$ cat config.mk
export PLATFORM = sky130hd
export DESIGN_NAME = multicycle_ctrl
export DESIGN_NICKNAME = d
export VERILOG_FILES = /design/src/rtl/multicycle_ctrl.sv
export SDC_FILE = /design/constraint.sdc
export NUM_CORES = 1
export LEC_CHECK = 0
export BUFFER_PORTS_ARGS = -buffer_cell sky130_fd_sc_hd__clkbuf_2
export CAP_MARGIN = 5
export CORE_ASPECT_RATIO = 1.75
export CORE_UTILIZATION = 53
export DETAILED_ROUTE_END_ITERATION = 6
export PLACE_DENSITY = 0.82
export SLEW_MARGIN = 40
export SYNTH_ARGS = -nofsm -noshare
export SYNTH_HDL_FRONTEND = slang
export SYNTH_SLANG_ARGS = --single-unit
$ cat constraint.sdc
create_clock -name clk -period 5.1 [get_ports clk]
set_input_delay 0.51 -clock clk [delete_from_list [all_inputs] [get_ports clk]]
set_output_delay 0.51 -clock clk [all_outputs]
set_load 0.02 [all_outputs]
$ cat src/rtl/multicycle_ctrl.sv
// Multicycle CPU control FSM: sequences fetch/decode/execute/memory/writeback and counts retired instructions.
// Define MULTICYCLE_CTRL_HALT_EN to park in HALT on an illegal opcode; otherwise an illegal opcode retires as a NOP.
module multicycle_ctrl (
    input  logic        clk,
    input  logic        rst_n,
    input  logic [4:0]  op,
    input  logic        zero,
    input  logic        mem_ready,
    output logic [1:0]  aluop,
    output logic        pcwrite,
    output logic        irwrite,
    output logic        memread,
    output logic        memwrite,
    output logic        regwrite,
    output logic        adrsrc,
    output logic        alusrca,
    output logic [1:0]  alusrcb,
    output logic [1:0]  resultsrc,
    output logic [3:0]  state,
    output logic [15:0] instr_count
);

    localparam logic [3:0] S_FETCH  = 4'd0;
    localparam logic [3:0] S_DECODE = 4'd1;
    localparam logic [3:0] S_EXEC_R = 4'd2;
    localparam logic [3:0] S_EXEC_I = 4'd3;
    localparam logic [3:0] S_MEMADR = 4'd4;
    localparam logic [3:0] S_MEMRD  = 4'd5;
    localparam logic [3:0] S_MEMWB  = 4'd6;
    localparam logic [3:0] S_MEMWR  = 4'd7;
    localparam logic [3:0] S_ALUWB  = 4'd8;
    localparam logic [3:0] S_BRANCH = 4'd9;
    localparam logic [3:0] S_JUMP   = 4'd10;
    localparam logic [3:0] S_HALT   = 4'd11;

    logic [3:0]  state_q, state_d;
    logic [15:0] instr_count_q, instr_count_d;
    logic        is_store_q, is_store_d;
    logic        retire;

    logic op_rtype, op_imm, op_load, op_store, op_branch, op_jump;

    assign op_rtype  = (op[4] == 1'b0);
    assign op_imm    = (op[4:3] == 2'b10);
    assign op_load   = (op == 5'b11000);
    assign op_store  = (op == 5'b11001);
    assign op_branch = (op == 5'b11010);
    assign op_jump   = (op == 5'b11011);

    // op is only valid in DECODE, so the load/store choice is latched there for MEMADR.
    always_comb begin
        state_d    = state_q;
        is_store_d = is_store_q;
        retire     = 1'b0;
        case (state_q)
            S_FETCH: begin
                if (mem_ready) state_d = S_DECODE;
            end
            S_DECODE: begin
                is_store_d = op_store;
                if (op_rtype)                   state_d = S_EXEC_R;
                else if (op_imm)                state_d = S_EXEC_I;
                else if (op_load || op_store)   state_d = S_MEMADR;
                else if (op_branch)             state_d = S_BRANCH;
                else if (op_jump)               state_d = S_JUMP;
                else begin
`ifdef MULTICYCLE_CTRL_HALT_EN
                    state_d = S_HALT;
`else
                    state_d = S_FETCH;
                    retire  = 1'b1;
`endif
                end
            end
            S_EXEC_R, S_EXEC_I: state_d = S_ALUWB;
            S_MEMADR: state_d = is_store_q ? S_MEMWR : S_MEMRD;
            S_MEMRD: begin
                if (mem_ready) state_d = S_MEMWB;
            end
            S_MEMWR: begin
                if (mem_ready) begin
                    state_d = S_FETCH;
                    retire  = 1'b1;
                end
            end
            S_ALUWB, S_MEMWB, S_BRANCH, S_JUMP: begin
                state_d = S_FETCH;
                retire  = 1'b1;
            end
`ifdef MULTICYCLE_CTRL_HALT_EN
            S_HALT: state_d = S_HALT;
`endif
            default: state_d = S_FETCH;
        endcase
    end

    assign instr_count_d = instr_count_q + {15'd0, retire};

    always_ff @(posedge clk) begin
        if (!rst_n) begin
            state_q       <= S_FETCH;
            instr_count_q <= 16'd0;
            is_store_q    <= 1'b0;
        end else begin
            state_q       <= state_d;
            instr_count_q <= instr_count_d;
            is_store_q    <= is_store_d;
        end
    end

    logic pcwrite_raw, irwrite_raw, memwrite_raw, regwrite_raw;

    always_comb begin
        aluop        = 2'b00;
        pcwrite_raw  = 1'b0;
        irwrite_raw  = 1'b0;
        memread      = 1'b0;
        memwrite_raw = 1'b0;
        regwrite_raw = 1'b0;
        adrsrc       = 1'b0;
        alusrca      = 1'b0;
        alusrcb      = 2'b00;
        resultsrc    = 2'b00;
        case (state_q)
            S_FETCH: begin
                memread     = 1'b1;
                alusrcb     = 2'b01;
                resultsrc   = 2'b10;
                irwrite_raw = mem_ready;
                pcwrite_raw = mem_ready;
            end
            S_EXEC_R: begin
                alusrca = 1'b1;
                aluop   = 2'b10;
            end
            S_EXEC_I: begin
                alusrca = 1'b1;
                alusrcb = 2'b10;
                aluop   = 2'b11;
            end
            S_MEMADR: begin
                alusrca = 1'b1;
                alusrcb = 2'b10;
            end
            S_MEMRD: begin
                memread = 1'b1;
                adrsrc  = 1'b1;
            end
            S_MEMWB: begin
                regwrite_raw = 1'b1;
                resultsrc    = 2'b01;
            end
            S_MEMWR: begin
                memwrite_raw = 1'b1;
                adrsrc       = 1'b1;
            end
            S_ALUWB: regwrite_raw = 1'b1;
            S_BRANCH: begin
                alusrca     = 1'b1;
                aluop       = 2'b01;
                pcwrite_raw = zero;
            end
            S_JUMP: begin
                pcwrite_raw = 1'b1;
                resultsrc   = 2'b10;
                alusrcb     = 2'b10;
            end
            default: ;
        endcase
    end

    // Write enables are suppressed while reset is asserted so an interrupted access cannot commit.
    assign pcwrite     = pcwrite_raw  & rst_n;
    assign irwrite     = irwrite_raw  & rst_n;
    assign memwrite    = memwrite_raw & rst_n;
    assign regwrite    = regwrite_raw & rst_n;
    assign state       = state_q;
    assign instr_count = instr_count_q;

endmodule
==> out/qor.yml <==
rsz0062_at_grt: "false"
worstSetupPathType: "flip-flop to flip-flop"
drv_slew: 0
ctsLongestPathBuffers: 2
synth-compound-area-share_pct: 10.85
insertion_delay_ps: 260
peakVddDrop_mv: 0.1569
antenna_found_initial: 0
synth-simple-area-share_pct: 38.21
clock_sinks: 21
initial_utilization_pct: 55.31
cts_buffers: 3
status: "completed"
ant_nets: 0
worstReg2RegStart: "state[0]$_SDFFE_PN0P_"
skew_ps: 7.820
syn_nets: 164
p_comb_share_pct: 17.4
dieHeight_um: 66.44
power_density_mw_per_mm2: 228.4
synth_edf_count: 0
diodes: 0
ctsRootBufferMaster: "clkbuf_8"
maxCapViolations: 0
layout_common_cells: "41 x clkbuf_2, 21 x dfxtp_1, 14 x nor2_1, 14 x and2_1, 12 x nand2_1"
clk_pin_slew_ps: 70
fp.dieW_um: 38.82
grt_pass1_wl_mm: 4.767
crit_arrival_ps: 2920
top_layer_used: "met4"
multi_input_area_um2: 775.7
grt_max_degree: 27
r2r_end: "instr_count[12]$_SDFF_PN0_"
met1_length_mm: 1.103
track_usage_pct: 25.87
clkPwrFrac_pct: 31.1
ys.flop_type: "dfxtp_1"
drive_gt1_share_pct: 25.79
layout_commonest_cell: "clkbuf_2"
finalCriticalPeriod_ps: 2770
placedCellCount: 211
period_share_pct: 54.31
htree_levels: 1
max_freq_mhz: 361.0
synthAdderAreaFrac_pct: 1.990
synth_top_family_by_area: "simple AND/OR/NAND/NOR gates"
dieArea_mm2: 0.002579
rr_worst_depth: 9
synth_seq_area_share_pct: 33.43
place.gp.congestion: 0.7677
cts_tree: "done"
crit_path_max_fanout: 17
first_iter_violations: 46
num_vias: 1251
internal_power_uw: 245.8
cts_hold_buffers: 0
fillers: 208
cts.repair.resized: 0
cts_setup_buffers: 0
p_leak_uw: 0.0007176
synth.distinct_cells: 40
synthArstFlopShare_pct: 0
drc_errors: 0
ios: 42
switching_share_pct: 28.08
area_growth_pct: 19.01
final-setup-viol-count: 0
dr_wl_met3_um: 139
coreArea_mm2: 0.002273
wl_per_cell_um: 13.72
detail_route.vias_per_cell: 5.819
regToRegSetupSlack_ps: 2330
final_cells: 215
setup_tns_ps: 0
seq_area_um2: 420.4
start_kind: "flip-flop"
required_ps: 5250
syn_area_per_cell_um2: 8.219
place.port_buffers: 41
seqPwrFrac_pct: 51.5
hpwl_mm: 2.274
synth_area_mm2: 0.001257
grt_pass1_vias: 1204
hold_class: "flip-flop to flip-flop"
synthCells: 153
dr.pass1.iters: 4
crit_end: "instr_count[12]$_SDFF_PN0_"
fin_nets: 202
met2_length_mm: 1.655
synth_seq_cells: 21
worstSetupStartpoint: "state[0]$_SDFFE_PN0P_"
gr-total-overflow: 0
relSlewSlack_pct: 52.82
drt_wl_total_mm: 2.950
muxShareOfSynthArea_pct: 1.592
synth_xor_area_share_pct: 9.055
rows: 23
netSwitchingPower_uw: 95.96
finalHoldViolations: 0
ys_warn_count: 0
tightest_slew_ps: 706.7
crit_path_end_kind: "flip-flop"
==> logic make-up after synthesis <==
kind of cell	Yosys count
and+or+nand+nor	83
DFF	21
AOI/OAI and AO/OA	19
xor gates and xnor gates	13
buffers and inverters	13
muxes	2
adders and majority gates	2
==> power by group through the flow <==
stage	clock network, µW	logic [µW]	registers, µW
after floorplan	0	43.5	176
after global placement	0	58.2	179
after detailed placement	0	59.4	180
after CTS	110	59.7	176
after global routing	115	64.6	177
final	106	59.6	176
==> layout make-up <==
cell class	instances	area share [%]
Inverter	5	1.254
Clock buffer	4	3.010
Timing Repair Buffer	41	13.71
Multi-Input combinational cell	119	51.84
Tap cell	25	2.090
Sequential cell	21	28.09
==> through the flow <==
step                      hold slack (ps)  util, %  total power, µW  setup slack, ps  instance area (µm²)
after CTS                           485.2    65.82            345.2             2334                 1496
after floorplan                     534.3        -            219.4             2689                 1257
after global routing                514.8    65.82            356.0             2078                 1496
after detailed placement            474.2    63.84            239.0             2350                 1451
final                               478.5    65.82            341.7             2330                 1496
after global placement              456.0    63.84            237.3             2502                 1451
==> cells in the mapped netlist (all sizes together), types with 3 or more instances <==
master  number  area [µm²]
clkbuf       3       11.26
xor2         8       70.07
inv          5       18.77
nand4        3       25.02
and2        14       87.58
nand2       12       45.04
xnor2        5       43.79
nor2        14       52.55
nand3        9       45.04
nor3         6       30.03
nand2b       7       43.79
o21ai        3       15.01
dfxtp       21       420.4
buf          5       31.28
and3         5       31.28
nor4         4       31.28
a21oi        4       20.02
==> worst max-delay path, cell delays in order (launching register included) <==
cell and delay, ps:
dfxtp_1 660, nor4b_4 350, and3_1 240, a221o_1 150, ha_1 210, ha_1 240, nand4_2 190, nor4_1 360
xor2_1 100, and2_1 170
==> state kept, by name (all words and copies together), names as in the netlist <==
register and cells:
is_store_q 1, state 4, instr_count 16
==> worst min path at each step <==
stage	from	endpoint	slack [ps]	depth (start not counted)
6_report	instr_count[15]$_SDFF_PN0_	instr_count[15]$_SDFF_PN0_	480	2
5_1_grt	instr_count[15]$_SDFF_PN0_	instr_count[15]$_SDFF_PN0_	510	2
4_1_cts	instr_count[15]$_SDFF_PN0_	instr_count[15]$_SDFF_PN0_	490	2
3_5_place_dp	instr_count[15]$_SDFF_PN0_	instr_count[15]$_SDFF_PN0_	470	2
3_3_place_gp	instr_count[15]$_SDFF_PN0_	instr_count[15]$_SDFF_PN0_	460	2
2_1_floorplan	is_store_q$_SDFFE_PN0P_	is_store_q$_SDFFE_PN0P_	530	3
==> routing by layer <==
metal / vias to the layer above / global-route usage, %
li1: 609 / -
met4: 0 / 14.66
met5: - / 0
met1: 573 / 23.84
met3: 6 / 2.357
met2: 63 / 49.79
Note: power is estimated with default switching activity, not from simulation.
